`src/rtl/alu_issue_stage.sv`:
```
// RV32I decode-and-issue stage: decodes instruction + register operands into
// ALU control/operands and issues them to EX through a 2-entry valid/ready buffer.
module alu_issue_stage (
  input  logic        clk,
  input  logic        rst_n,
  input  logic        in_valid,
  output logic        in_ready,
  input  logic [31:0] in_inst,
  input  logic [31:0] in_pc,
  input  logic [31:0] in_rs1_data,
  input  logic [31:0] in_rs2_data,
  input  logic        flush,
  output logic        out_valid,
  input  logic        out_ready,
  output logic [4:0]  out_alu_ctrl,
  output logic [31:0] out_op1,
  output logic [31:0] out_op2,
  output logic [31:0] out_store_data,
  output logic [31:0] out_target,
  output logic [31:0] out_link,
  output logic [4:0]  out_rd,
  output logic        out_reg_write,
  output logic        out_mem_read,
  output logic        out_mem_write,
  output logic        out_is_branch,
  output logic        out_is_jump,
  output logic        out_illegal
);

  localparam logic [4:0] ALU_ADD = 5'd0,  ALU_SUB = 5'd1,  ALU_SLL = 5'd2,  ALU_SLT = 5'd3;
  localparam logic [4:0] ALU_SLTU = 5'd4, ALU_XOR = 5'd5,  ALU_SRL = 5'd6,  ALU_SRA = 5'd7;
  localparam logic [4:0] ALU_OR = 5'd8,   ALU_AND = 5'd9,  ALU_JALR = 5'd10, ALU_BEQ = 5'd11;
  localparam logic [4:0] ALU_BNE = 5'd12, ALU_BLT = 5'd13, ALU_BGE = 5'd14, ALU_BLTU = 5'd15;
  localparam logic [4:0] ALU_BGEU = 5'd16, ALU_IMM = 5'd17;

  typedef struct packed {
    logic [4:0]  ctrl;
    logic [31:0] op1;
    logic [31:0] op2;
    logic [31:0] store_data;
    logic [31:0] target;
    logic [31:0] link;
    logic [4:0]  rd;
    logic        reg_write;
    logic        mem_read;
    logic        mem_write;
    logic        is_branch;
    logic        is_jump;
    logic        illegal;
  } entry_t;

  entry_t      dec;
  entry_t      head;
  entry_t      buf_q [2];
  logic        wr_ptr, rd_ptr;
  logic [1:0]  count, count_nx;
  logic        in_ready_q;
  logic        push, pop;

  logic [6:0]  opcode;
  logic [2:0]  funct3;
  logic        alt;
  logic        rw_en;
  logic [4:0]  arith;
  logic [31:0] imm_i, imm_s, imm_b, imm_u, imm_j;

  assign opcode = in_inst[6:0];
  assign funct3 = in_inst[14:12];
  assign alt    = in_inst[30];
  assign imm_i  = {{20{in_inst[31]}}, in_inst[31:20]};
  assign imm_s  = {{20{in_inst[31]}}, in_inst[31:25], in_inst[11:7]};
  assign imm_b  = {{19{in_inst[31]}}, in_inst[31], in_inst[7], in_inst[30:25], in_inst[11:8], 1'b0};
  assign imm_u  = {in_inst[31:12], 12'b0};
  assign imm_j  = {{11{in_inst[31]}}, in_inst[31], in_inst[19:12], in_inst[20], in_inst[30:21], 1'b0};

  // Shared funct3 -> ALU code map for R-type and I-ALU; Sub is only decoded for R-type.
  always_comb begin
    arith = ALU_ADD;
    case (funct3)
      3'b000: arith = ALU_ADD;
      3'b001: arith = ALU_SLL;
      3'b010: arith = ALU_SLT;
      3'b011: arith = ALU_SLTU;
      3'b100: arith = ALU_XOR;
      3'b101: arith = alt ? ALU_SRA : ALU_SRL;
      3'b110: arith = ALU_OR;
      default: arith = ALU_AND;
    endcase
  end

  always_comb begin
    dec            = '0;
    dec.ctrl       = ALU_ADD;
    dec.op1        = in_rs1_data;
    dec.op2        = in_rs2_data;
    dec.store_data = in_rs2_data;
    dec.target     = in_pc + ((opcode == 7'b1101111) ? imm_j : imm_b);
    dec.link       = in_pc + 32'd4;
    dec.rd         = in_inst[11:7];
    rw_en          = 1'b0;
    case (opcode)
      7'b0110011: begin
        dec.ctrl = (funct3 == 3'b000 && alt) ? ALU_SUB : arith;
        rw_en    = 1'b1;
      end
      7'b0010011: begin
        dec.ctrl = arith;
        dec.op2  = (funct3 == 3'b001 || funct3 == 3'b101) ? {27'b0, in_inst[24:20]} : imm_i;
        rw_en    = 1'b1;
      end
      7'b0000011: begin
        dec.op2      = imm_i;
        dec.mem_read = 1'b1;
        rw_en        = 1'b1;
      end
      7'b0100011: begin
        dec.op2       = imm_s;
        dec.mem_write = 1'b1;
      end
      7'b0110111: begin
        dec.ctrl = ALU_IMM;
        dec.op2  = imm_u;
        rw_en    = 1'b1;
      end
      7'b0010111: begin
        dec.op1 = in_pc;
        dec.op2 = imm_u;
        rw_en   = 1'b1;
      end
      7'b1101111: begin
        dec.op1     = in_pc;
        dec.op2     = 32'd4;
        dec.is_jump = 1'b1;
        rw_en       = 1'b1;
      end
      7'b1100111: begin
        dec.ctrl    = ALU_JALR;
        dec.op2     = imm_i;
        dec.is_jump = 1'b1;
        rw_en       = 1'b1;
      end
      7'b1100011: begin
        dec.is_branch = 1'b1;
        case (funct3)
          3'b000: dec.ctrl = ALU_BEQ;
          3'b001: dec.ctrl = ALU_BNE;
          3'b100: dec.ctrl = ALU_BLT;
          3'b101: dec.ctrl = ALU_BGE;
          3'b110: dec.ctrl = ALU_BLTU;
          3'b111: dec.ctrl = ALU_BGEU;
          default: begin
            dec.is_branch = 1'b0;
            dec.illegal   = 1'b1;
          end
        endcase
      end
      default: dec.illegal = 1'b1;
    endcase
    dec.reg_write = rw_en && (in_inst[11:7] != 5'd0);
  end

  assign push     = in_valid && in_ready_q;
  assign pop      = (count != 2'd0) && out_ready;
  assign count_nx = flush ? 2'd0 : (count + {1'b0, push} - {1'b0, pop});

  always_ff @(posedge clk or negedge rst_n) begin
    if (!rst_n) begin
      count      <= 2'd0;
      wr_ptr     <= 1'b0;
      rd_ptr     <= 1'b0;
      in_ready_q <= 1'b1;
      for (int i = 0; i < 2; i++) buf_q[i] <= '0;
    end else begin
      count      <= count_nx;
      in_ready_q <= (count_nx != 2'd2);
      if (flush) begin
        wr_ptr <= 1'b0;
        rd_ptr <= 1'b0;
      end else begin
        if (push) begin
          buf_q[wr_ptr] <= dec;
          wr_ptr        <= ~wr_ptr;
        end
        if (pop) rd_ptr <= ~rd_ptr;
      end
    end
  end

  assign head           = buf_q[rd_ptr];
  assign in_ready       = in_ready_q;
  assign out_valid      = (count != 2'd0);
  assign out_alu_ctrl   = head.ctrl;
  assign out_op1        = head.op1;
  assign out_op2        = head.op2;
  assign out_store_data = head.store_data;
  assign out_target     = head.target;
  assign out_link       = head.link;
  assign out_rd         = head.rd;
  assign out_reg_write  = head.reg_write;
  assign out_mem_read   = head.mem_read;
  assign out_mem_write  = head.mem_write;
  assign out_is_branch  = head.is_branch;
  assign out_is_jump    = head.is_jump;
  assign out_illegal    = head.illegal;

endmodule

```
`config.mk`:
```
export PLATFORM = sky130hd
export DESIGN_NAME = alu_issue_stage
export DESIGN_NICKNAME = d
export VERILOG_FILES = /design/src/rtl/alu_issue_stage.sv
export SDC_FILE = /design/constraint.sdc
export NUM_CORES = 1
export LEC_CHECK = 0
export CAP_MARGIN = 20
export CORE_MARGIN = 5
export CORE_UTILIZATION = 55
export CTS_BUF_LIST = sky130_fd_sc_hd__clkbuf_4 sky130_fd_sc_hd__clkbuf_8
export DETAILED_ROUTE_END_ITERATION = 10
export MAX_ROUTING_LAYER = met4
export PLACE_DENSITY = 0.85
export SYNTH_ARGS = -nofsm -noshare
export SYNTH_HDL_FRONTEND = slang
export SYNTH_SLANG_ARGS = --single-unit
```
`constraint.sdc`:
```
create_clock -name clk -period 2.68 [get_ports clk]
set_clock_uncertainty 0.05 [all_clocks]
set_input_delay 0.268 -clock clk [delete_from_list [all_inputs] [get_ports clk]]
set_output_delay 0.268 -clock clk [all_outputs]
set_load 0.1 [all_outputs]
```
* Word-level counts from Yosys, hierarchy flattened *
Cells that the tools add are included.

cells by class
  multiplexer cells = 28
  equality and inequality tests = 17
  bitwise gates (word level) = 5
  order comparisons = 3
  reduce and logical (&&, ||, !) cells = 19
  add/sub/neg operators = 4

operator list
  cell                                                 number
  two-way mux 176 bit                                  4
  bitwise mux 352 bit                                  1
  demux 176 bit (select 1 bit)                         1
  case mux 32 bit (5 select lines)                     1
  two-way mux 32 bit                                   2
  adder 32 x 3 -> 32 bit, second input constant        1
  adder 32 bit                                         1
  case mux 5 bit (6 select lines)                      1
  case mux 4 bit (7 select lines)                      1
  case mux 5 bit (5 select lines)                      1
  equality test 7 x 6 -> 1 bit, second input constant  3
  equality test 7 bit, second input constant           3
  two-way mux 20 bit                                   1
  equality test 7 x 5 -> 1 bit, second input constant  2
  equality test 3 bit, second input constant           4
  two-way mux 1 bit                                    12
  OR reduction 2 bit                                   4
  OR reduction 8 bit                                   1
  equality test 7 x 2 -> 1 bit, second input constant  1
  OR reduction 7 bit                                   1
  equality test 3 x 2 -> 1 bit, second input constant  2
  nonzero test 2 bit                                   3
  OR reduction 6 bit                                   1
  logical AND 1 bit                                    5
  other kinds (15)                                     19

storage, ports and cells
  logic and storage cells = 106
  bits in registers = 357

* Depth between registers and ports, before layout *
  word-level depth = 6
  depth in mapped cells = 18

* Worst setup path after synthesis *
OpenSTA, ideal clock, no wires.

  path type = input to register
  start point = input in_inst[4]
  end point = register buf_q[68] (netlist bit)
  data arrival time = 3.277 ns
  buffers on the path = 2
  setup time = 0.083 ns
  stages = 18
  data required time = 2.547 ns
  path slack = -0.730 ns
  cell sequence = and3b_4 > nand2_1 > nor2_1 > and2_1 > buf_2 > clkbuf_1 > nand2_1 > nand2_1 > ha_1 > inv_1 > fa_1 > nand2b_1 > a21oi_1 > o21ai_0 > o211ai_1 > o21ai_0 > xor2_1 > o21ai_0

between the ends
  longest elaborated chain between the ends = 4

RTL lines
  what                             line  source
  from (decl)                      8     input logic [31:0] in_inst,
  equality test 7 bit              97    dec.target = in_pc + ((opcode == 7'b1101111) ? imm_j : imm_b);
  two-way mux 20 bit               97
  adder 32 bit                     97
  bitwise mux 352 bit              181   buf_q[wr_ptr] <= dec;
  to (signal, indexed assignment)  181
  to (decl)                        54    entry_t buf_q [2];

No other way between the ends.
A chain may end at the register's enable or synchronous reset.

* Worst setup path after layout *
  start point = input in_inst[4]
  end point = register buf_q[246] (netlist bit)

Same word-level chain as after synthesis.

==> impl_metrics.toml <==
[status]
outcome = "completed"

[run]
cap_violations = 0

[route]
avgViaCountPerCell = 5.86
wl_per_cell_um = 21.2
dr.pass1.iters = 6
drc = 0
ant_nets = 0
dr.first_iter.drc_count = 1545
num_vias = 17000
finalWirelength_mm = 61.5

[setup_path]
worst-setup-path-type = "in2reg"
critPathLaunchType = "input pin"
regToRegSetupSlack_ns = 0.54
cp.required_ns = 3.08
end_kind = "register"
r2r_cells = 4
r2r-end = "buf_q[206]"
path_max_fanout = 4
arrival_ns = 3.02
rr_startpoint = "in_ready"

[cells_and_area]
seq_area_um2 = 8890
multi_input_area_um2 = 9290
drive_gt1_share_pct = 32.4
area.growth.synth_to_final_pct = 43.9
final_cell_mix = "nand2_1 (561), dfrtp_1 (353), buf_4 (260), o21ai_0 (232), mux2_2 (175)"
nNetsFinal = 2587
layout_commonest_cell = "nand2_1"
n_fill_cell = 1892

[synthesis]
synth-seq-cells = 355
synth.distinct_cells = 61
async_reset_ff_share_pct = 100
ys_seq_area_share_pct = 48.7
synth-edff-count = 0
synth_area_um2 = 18300
ys.flop_type = "dfrtp_1"
syn_avg_cell_area_um2 = 9.39
syn_inst = 1944
synth_warnings = 0
synth_nets = 2114

[hold_path]
min-delay-start = "in_inst[5]"
worstHoldEndpoint = "buf_q[4]"
min_delay_path_depth = 3
hold_class = "in2reg"

[timing]
worst_pin_slew_ns = 0.805
min_period_over_period_pct = 97.8
finalHoldViolCount = 0
relSlewSlack_pct = 46.4
fmax_ghz = 0.382
setup_tns_ns = 0
rsz0062_at_grt = "yes"
drv_slew = 0
period_minus_slack_ns = 2.62
setup_violations = 0

[global_routing]
antenna_found_initial = 0
grt_pass1_wl_mm = 96.6
grt_pass1_vias = 17700
grt_start_max_net_pins = 123
grt-ovfl-total = 0
globalRouteTotalUtil_pct = 34.1

[floorplan]
dieArea_um2 = 36900
ioPinCount = 311
core_um2 = 32600
die_w_um = 192
num_rows = 66
die_h_um = 192
initial_core_util_pct = 56.0

[clock_tree]
cts.path.max_buffers = 3
clock-root-buffer = "clkbuf_8"
cts_tree = "done"
htree_num_levels = 2
clk-insertion-delay-late_ns = 0.61
cts_inserted_buffers = 59
cts_sinks = 355
path_clk_slew_ns = 0.06

[placed_design]
dp_hpwl_mm = 44.3
port_buffers = 310
gp_congestion = 0.935
[through the flow]
step | util, % | worst slack (ns) | std cells | instance area (um^2) | hold slack [ns]
after global placement | 75.3 | -0.973 | 2787 | 24600 | 0.314
after global routing | 80.5 | -0.0610 | 2902 | 26300 | 0.0321
final | 80.5 | 0.0602 | 2903 | 26300 | 0.0388
after floorplan | - | -0.407 | 1944 | 18500 | -0.0776
after detailed placement | 75.3 | -1.07 | 2787 | 24600 | 0.320
after CTS | 79.8 | 0.00946 | 2899 | 26000 | 0.114
[routing by layer]
layer	routed length, um	global-route usage, %	part of all wire, %
met2	30000	56.2	49
met1	23700	41.9	39
met4	2510	12.5	4.1
met3	5250	7.00	8.5
met5	0	-	0
[layout make-up]
| type | instances | share of cell area, % |
|---|---|---|
| repair buffers | 542 | 23.7 |
| clock inverters | 12 | 0.457 |
| diodes | 1 | 0.00953 |
| inverters | 9 | 0.129 |
| flip-flops and latches | 355 | 33.8 |
| clock buffers | 92 | 4.34 |
| multi-input cells | 1450 | 35.4 |
| well taps | 442 | 2.11 |
[worst max-delay path, stage by stage]
cell	delay (ns)
buf_6	0.10
and3b_4	0.31
nand2_4	0.06
nor2_4	0.16
and2_4	0.20
nand2_2	0.06
nand2_2	0.08
ha_4	0.13
inv_2	0.03
fa_2	0.34
nand2b_4	0.16
a21oi_4	0.24
o2111ai_4	0.16
a31oi_4	0.32
a21oi_2	0.10
xnor2_1	0.20
o21ai_1	0.08
[sequential cells by signal, indices dropped and copies added (netlist names)]
signal	count
wr_ptr	1
rd_ptr	1
count	2
in_ready	1
buf_q	350
[worst max-delay path by stage]
stage | slack (ns) | end | from | cells past startpoint
after floorplan | -0.41 | buf_q[72] | in_inst[4] | 18
after CTS | 0.009 | buf_q[240] | in_inst[6] | 18
after detailed placement | -1.07 | buf_q[66] | in_inst[4] | 15
final | 0.06 | buf_q[246] | in_inst[4] | 17
after global routing | -0.06 | buf_q[68] | in_inst[4] | 17
after global placement | -0.97 | buf_q[246] | in_inst[4] | 17
[synthesized netlist by cell type (all sizes together) (8+ instances only)]
master / instances / share of area (%)
dfrtp: 354 / 49
a221oi: 19 / 1.6
o21ai: 290 / 7.9
ha: 36 / 2.5
xnor2: 24 / 1.2
nand3: 21 / 0.58
inv: 9 / 0.19
a21oi: 40 / 1.2
nor2: 45 / 0.93
clkbuf: 102 / 2.1
and2: 10 / 0.36
a211oi: 10 / 0.44
mux2i: 32 / 1.8
buf: 28 / 0.89
nand2: 572 / 12
xor2: 37 / 1.8
nor3: 12 / 0.33
mux2: 175 / 11
a21o: 19 / 0.78
or3: 8 / 0.27
o211ai: 9 / 0.37
nand4: 19 / 0.69
[logic make-up after synthesis]
kind of cell / Yosys count / synth area share, %
AO/OA/AOI/OAI: 432 / 14.2
XOR/XNOR: 61 / 2.93
adder cells (fa/ha/maj): 37 / 2.58
buffers and inverters: 139 / 3.17
flip-flops: 355 / 48.7
multiplexers: 207 / 12.5
AND/OR/NAND/NOR: 713 / 15.9
[repair_timing]
item                                   in CTS  in global routing
setup endpoints to repair                  73                 32
pin swaps                                  25                 41
buffers inserted                            7                  4
gates resized for setup                    37                 49
endpoints found under the hold margin      85                  0
hold buffers                                1                  0
Power is not shown: default switching activity piles up to over one toggle a cycle in this logic, so the estimate is an artifact.
